### src/rtl/comparator_pkg.sv
// Shared types and constants for the sequential magnitude comparator.
package comparator_pkg;

    typedef enum logic [1:0] {
        ST_IDLE = 2'd0,
        ST_RUN  = 2'd1,
        ST_DONE = 2'd2
    } state_t;

    localparam int unsigned FLAG_LT   = 0;
    localparam int unsigned FLAG_EQ   = 1;
    localparam int unsigned FLAG_GT   = 2;
    localparam int unsigned NUM_FLAGS = 3;

endpackage

### src/rtl/comparator_chunk.sv
// Unsigned compare of one operand chunk.
module comparator_chunk #(
    parameter int unsigned W = 4
) (
    input  logic [W-1:0] a,
    input  logic [W-1:0] b,
    output logic         lt,
    output logic         eq
);

    // Pure combinational magnitude/equality decode
    always_comb begin
        lt = (a < b);
        eq = (a == b);
    end

endmodule

### src/rtl/comparator_seq.sv
// Multi-cycle MSB-first magnitude comparator with early exit and valid/ready handshakes.
module comparator_seq
    import comparator_pkg::*;
#(
    parameter int unsigned WIDTH = 32,
    parameter int unsigned CHUNK = 4
) (
    input  logic             i_clk,
    input  logic             i_rst_n,
    input  logic             i_valid,
    output logic             o_ready,
    input  logic [WIDTH-1:0] i_a,
    input  logic [WIDTH-1:0] i_b,
    input  logic             i_unsigned_op,
    input  logic             i_abort,
    output logic             o_valid,
    input  logic             i_ready,
    output logic             o_a_lt_b,
    output logic             o_a_eq_b,
    output logic             o_a_gt_b
);

    localparam int unsigned NUM_STEPS = WIDTH / CHUNK;
    localparam int unsigned STEP_W    = (NUM_STEPS > 1) ? $clog2(NUM_STEPS) : 1;

    // Reject parameter sets that cannot be split into whole chunks
    if ((WIDTH < 2) || (CHUNK == 0) || ((WIDTH % CHUNK) != 0)) begin : g_bad_params
        $error("comparator_seq: WIDTH must be >= 2 and a multiple of CHUNK");
    end

    state_t                 state_q, state_d;
    logic [WIDTH-1:0]       a_q, a_d;
    logic [WIDTH-1:0]       b_q, b_d;
    logic [STEP_W-1:0]      step_q, step_d;
    logic [NUM_FLAGS-1:0]   flags_q, flags_d;
    logic                   valid_q;

    logic [WIDTH-1:0]       a_sh, b_sh;
    logic [CHUNK-1:0]       a_chunk, b_chunk;
    logic                   chunk_lt, chunk_eq;

    // Step-indexed slice mux feeding the single chunk comparator
    always_comb begin
        a_sh    = a_q >> (32'(step_q) * CHUNK);
        b_sh    = b_q >> (32'(step_q) * CHUNK);
        a_chunk = a_sh[CHUNK-1:0];
        b_chunk = b_sh[CHUNK-1:0];
    end

    comparator_chunk #(
        .W (CHUNK)
    ) u_chunk (
        .a  (a_chunk),
        .b  (b_chunk),
        .lt (chunk_lt),
        .eq (chunk_eq)
    );

    // State and datapath registers
    always_ff @(posedge i_clk or negedge i_rst_n) begin
        if (!i_rst_n) begin
            state_q <= ST_IDLE;
            a_q     <= '0;
            b_q     <= '0;
            step_q  <= '0;
            flags_q <= '0;
            valid_q <= 1'b0;
        end else begin
            state_q <= state_d;
            a_q     <= a_d;
            b_q     <= b_d;
            step_q  <= step_d;
            flags_q <= flags_d;
            valid_q <= (state_d == ST_DONE);
        end
    end

    // Next-state and datapath update; abort outranks completion and i_ready
    always_comb begin
        state_d = state_q;
        a_d     = a_q;
        b_d     = b_q;
        step_d  = step_q;
        flags_d = flags_q;
        unique case (state_q)
            ST_IDLE: begin
                if (i_valid) begin
                    state_d = ST_RUN;
                    a_d     = i_a;
                    b_d     = i_b;
                    step_d  = STEP_W'(NUM_STEPS - 1);
                    // Flipping the sign bits maps two's-complement order onto unsigned order
                    if (!i_unsigned_op) begin
                        a_d[WIDTH-1] = ~i_a[WIDTH-1];
                        b_d[WIDTH-1] = ~i_b[WIDTH-1];
                    end
                end
            end
            ST_RUN: begin
                if (i_abort) begin
                    state_d = ST_IDLE;
                end else if (!chunk_eq) begin
                    flags_d          = '0;
                    flags_d[FLAG_LT] = chunk_lt;
                    flags_d[FLAG_GT] = ~chunk_lt;
                    state_d          = ST_DONE;
                end else if (step_q == '0) begin
                    flags_d          = '0;
                    flags_d[FLAG_EQ] = 1'b1;
                    state_d          = ST_DONE;
                end else begin
                    step_d = step_q - STEP_W'(1);
                end
            end
            ST_DONE: begin
                if (i_abort || i_ready) begin
                    state_d = ST_IDLE;
                end
            end
            default: begin
                state_d = ST_IDLE;
            end
        endcase
    end

    assign o_ready  = (state_q == ST_IDLE);
    assign o_valid  = valid_q;
    assign o_a_lt_b = flags_q[FLAG_LT];
    assign o_a_eq_b = flags_q[FLAG_EQ];
    assign o_a_gt_b = flags_q[FLAG_GT];

endmodule

### config.mk
export PLATFORM = sky130hd
export DESIGN_NAME = comparator_seq
export DESIGN_NICKNAME = d
export VERILOG_FILES = /design/src/rtl/comparator_pkg.sv /design/src/rtl/comparator_chunk.sv /design/src/rtl/comparator_seq.sv
export SDC_FILE = /design/constraint.sdc
export NUM_CORES = 1
export LEC_CHECK = 0
export CAP_MARGIN = 20
export CORE_ASPECT_RATIO = 0.5
export CORE_MARGIN = 2
export CORE_UTILIZATION = 55
export CTS_CLUSTER_SIZE = 25
export DETAILED_ROUTE_END_ITERATION = 16
export HOLD_SLACK_MARGIN = 0.12
export PLACE_DENSITY = 0.86
export SLEW_MARGIN = 0
export SYNTH_ARGS = -nofsm -noshare
export SYNTH_HDL_FRONTEND = slang
export SYNTH_HIERARCHICAL = 1
export SYNTH_SLANG_ARGS = --single-unit
### constraint.sdc
create_clock -name i_clk -period 4.5 [get_ports i_clk]
set_input_delay 0.45 -clock i_clk [delete_from_list [all_inputs] [get_ports i_clk]]
set_output_delay 0.45 -clock i_clk [all_outputs]
set_load 0.005 [all_outputs]
==> flow_summary.json <==
{
  "setup_slack_ns": 1.301,
  "leakage_nw": 2.002,
  "synthCells": 220,
  "hold_viol": 0,
  "hp-class": "in2async",
  "p_sw_w": 0.0008616,
  "grt_pass1_wl_mm": 11.63,
  "setup_viol": 0,
  "avgRoutedWirePerCell_um": 19.36,
  "synth_edf_count": 0,
  "fmax_mhz": 312.6,
  "power.share.sequential_pct": 38.7,
  "syn-num-nets": 296,
  "clock_sinks": 73,
  "dp.final_hpwl_mm": 4.875,
  "clk_latency_ns": 0.32,
  "ios": 75,
  "drt_first_pass_iters": 4,
  "timing.final.crit_share_pct": 71.09,
  "core_sq_um": 6081,
  "synth_seq_cells": 73,
  "combPwrFrac_pct": 35.0,
  "grtUsageTotal_pct": 23.40,
  "setup_tns_ns": 0,
  "worstPathRequired_ns": 4.66,
  "place_congestion": 0.7731,
  "relSlewSlack_pct": 32.49,
  "cp_max_fo": 19,
  "grt_max_degree": 68,
  "crit_path_max_incr_delay_ns": 1.01,
  "peakVddDrop_mv": 0.2945,
  "endpoint_kind": "flip-flop",
  "slew_viol_final": 0,
  "skew_ns": 0.004217,
  "syn_to_final_growth_pct": 32.21,
  "cts_tree": "done",
  "post-synth-top-area-cell": "dfrtp_1",
  "r2r_start": "step_q[0]$_DFFE_PN0P_",
  "postCtsHoldBufs": 0,
  "totalWireLength_mm": 7.512,
  "cts_root_buf": "clkbuf_16",
  "initial_core_util_pct": 56.98,
  "post-route-util_pct": 75.33,
  "maxCapViolCount": 0,
  "worst_pin_slew_ns": 1.013,
  "via_count": 2133,
  "ys_async_sr_fraction_pct": 100.0,
  "drive_above_1_share_pct": 33.00,
  "cts_made_buffers": 9,
  "netlist-cell-type-count": 29,
  "diodes": 0,
  "r2r_end": "step_q[0]$_DFFE_PN0P_",
  "seq_area_frac_synth_pct": 52.73,
  "final_nets": 371,
  "drt_iter0_drc": 146,
  "rsz0062_at_grt": "false",
  "worstSetupStartpointType": "flip-flop",
  "die_w_um": 116.2,
  "antenna_left": 0,
  "synth_top_area_share_pct": 52.73,
  "switching_share_pct": 28.06,
  "p_per_area_nw_per_um2": 670.4,
  "yosysMostFrequentCell": "dfrtp_1",
  "avgSynthCellArea_sq_um": 15.75,
  "crit_path_start": "step_q[0]$_DFFE_PN0P_",
  "worstPathArrival_ns": 3.36,
  "ys_warn_count": 6,
  "via_per_inst": 5.497,
  "fin_crit_ns": 3.199,
  "rrSetupSlack_ns": 1.30,
  "post_cts_buffers": 0,
  "grt_pass1_vias": 2207,
  "port_buffers": 74,
  "antenna_found_initial": 0,
  "cts_resized": 0,
  "power_frac_clock_pct": 26.2,
  "die_h_um": 60.12,
  "pre_cts_ws_ns": 1.375,
  "fillers": 373,
  "slowest_stage": "dfrtp_1",
  "synth.area.top_cells": "dfrtp_1 53%, mux2_2 21%, mux4_1 6.8%, mux4_2 4.6%, mux2_4 3.0%",
  "fp.dieArea_sq_um": 6988,
  "htreeDepth": 3,
  "synth_common_cells": "73 x dfrtp_1, 65 x mux2_2, 10 x inv_1",
  "status": "completed",
  "drcViolationCount": 0,
  "syn-cell-area_sq_um": 3465,
  "cts_buffer_depth": 2,
  "r2r_cells": 6,
  "worstSetupPathType": "reg2reg",
  "cts.clk_slew.worst_paths_ns": 0.06,
  "crit_chain": "mux4_1 > mux2_2 > ha_1 > and4_1 > nand3_1 > mux2i_1",
  "synthFlopType": "dfrtp_1",
  "rows": 20,
  "gr-total-overflow": 0,
  "p_int_w": 0.002209
}
layout by cell type (no fill, tap or decap), types with 5 or more instances in the layout:
| master | n |
|---|---|
| dfrtp_1 | 73 |
| mux2_4 | 7 |
| ha_1 | 6 |
| mux2_2 | 65 |
| clkbuf_16 | 9 |
| nor2_1 | 5 |
| mux4_2 | 7 |
| clkdlybuf4s50_1 | 73 |
| mux4_1 | 9 |
| inv_1 | 10 |
power groups by stage:
stage | clock network, W | logic [W] | registers, W
after floorplan | 0 | 0.000847 | 0.00109
final | 0.000805 | 0.00108 | 0.00119
after global placement | 0 | 0.000986 | 0.00117
after global routing | 0.000853 | 0.00114 | 0.00123
after detailed placement | 0 | 0.00104 | 0.00120
after CTS | 0.000817 | 0.00108 | 0.00119
sequential cells by signal, summed over array words and instances, names as in the netlist:
register  count
a_q          32
b_q          32
flags_q       3
step_q        3
state_q       2
o_valid       1
how the worst max path moves through the flow:
| stage | end | slack, ns | depth (start not counted) |
|---|---|---|---|
| final | step_q[0]$_DFFE_PN0P_ | 1.30 | 6 |
| after global placement | step_q[0]$_DFFE_PN0P_ | 1.46 | 6 |
| after CTS | step_q[0]$_DFFE_PN0P_ | 1.29 | 6 |
| after detailed placement | step_q[0]$_DFFE_PN0P_ | 1.38 | 6 |
| after global routing | step_q[0]$_DFFE_PN0P_ | 1.14 | 6 |
| after floorplan | flags_q[0]$_DFFE_PN0P_ | 2.15 | 9 |
cells by family (layout without fill, tap and decap cells):
group / after synthesis / after routing / share of synthesized area (%)
adder cells (fa/ha/maj): 6 / 6 / 2.167
AO/OA/AOI/OAI: 10 / 10 / 2.095
buffers and inverters: 22 / 102 / 3.611
XOR/XNOR: 2 / 2 / 0.5057
multiplexers: 91 / 91 / 36.40
flip-flops: 73 / 73 / 52.73
AND/OR/NAND/NOR: 16 / 16 / 2.492
cell type report:
class                      instances  area (sq um)  area share [%]
multi-input combinational        125          1519           33.16
sequential                        73          1827           39.88
clock inverter                     5         103.9           2.267
tap                               88         110.1           2.404
clock buffer                      11         232.7           5.081
timing repair buffer              76         750.7           16.39
inverter                          10         37.54          0.8194
per-stage QoR:
stage	area (sq um)	hold WS [ns]	power, W	std cells
2_1_floorplan	3465	0.1544	0.001936	220
3_3_place_gp	4244	0.4816	0.002153	372
3_5_place_dp	4244	0.4887	0.002239	372
4_1_cts	4581	0.1589	0.003088	388
5_1_grt	4581	0.1886	0.003226	388
6_report	4581	0.1498	0.003071	388
critical path: cells and delay by family, from the launching register on:
| kind | cells | cell delay (ns) |
|---|---|---|
| muxes | 3 | 1.13 |
| DFF | 1 | 1.01 |
| and+or+nand+nor | 2 | 0.53 |
| adders and majority gates | 1 | 0.36 |
layer usage:
metal / up-vias / part of all wire [%] / GRT usage (%)
li1: 962 / - / -
met1: 1086 / 41 / 28.57
met2: 69 / 53 / 41.53
met3: 16 / 4.5 / 6.085
met4: 0 / 2.0 / 7.483
met5: - / 0 / 0
Note: power is estimated with default switching activity, not from simulation.
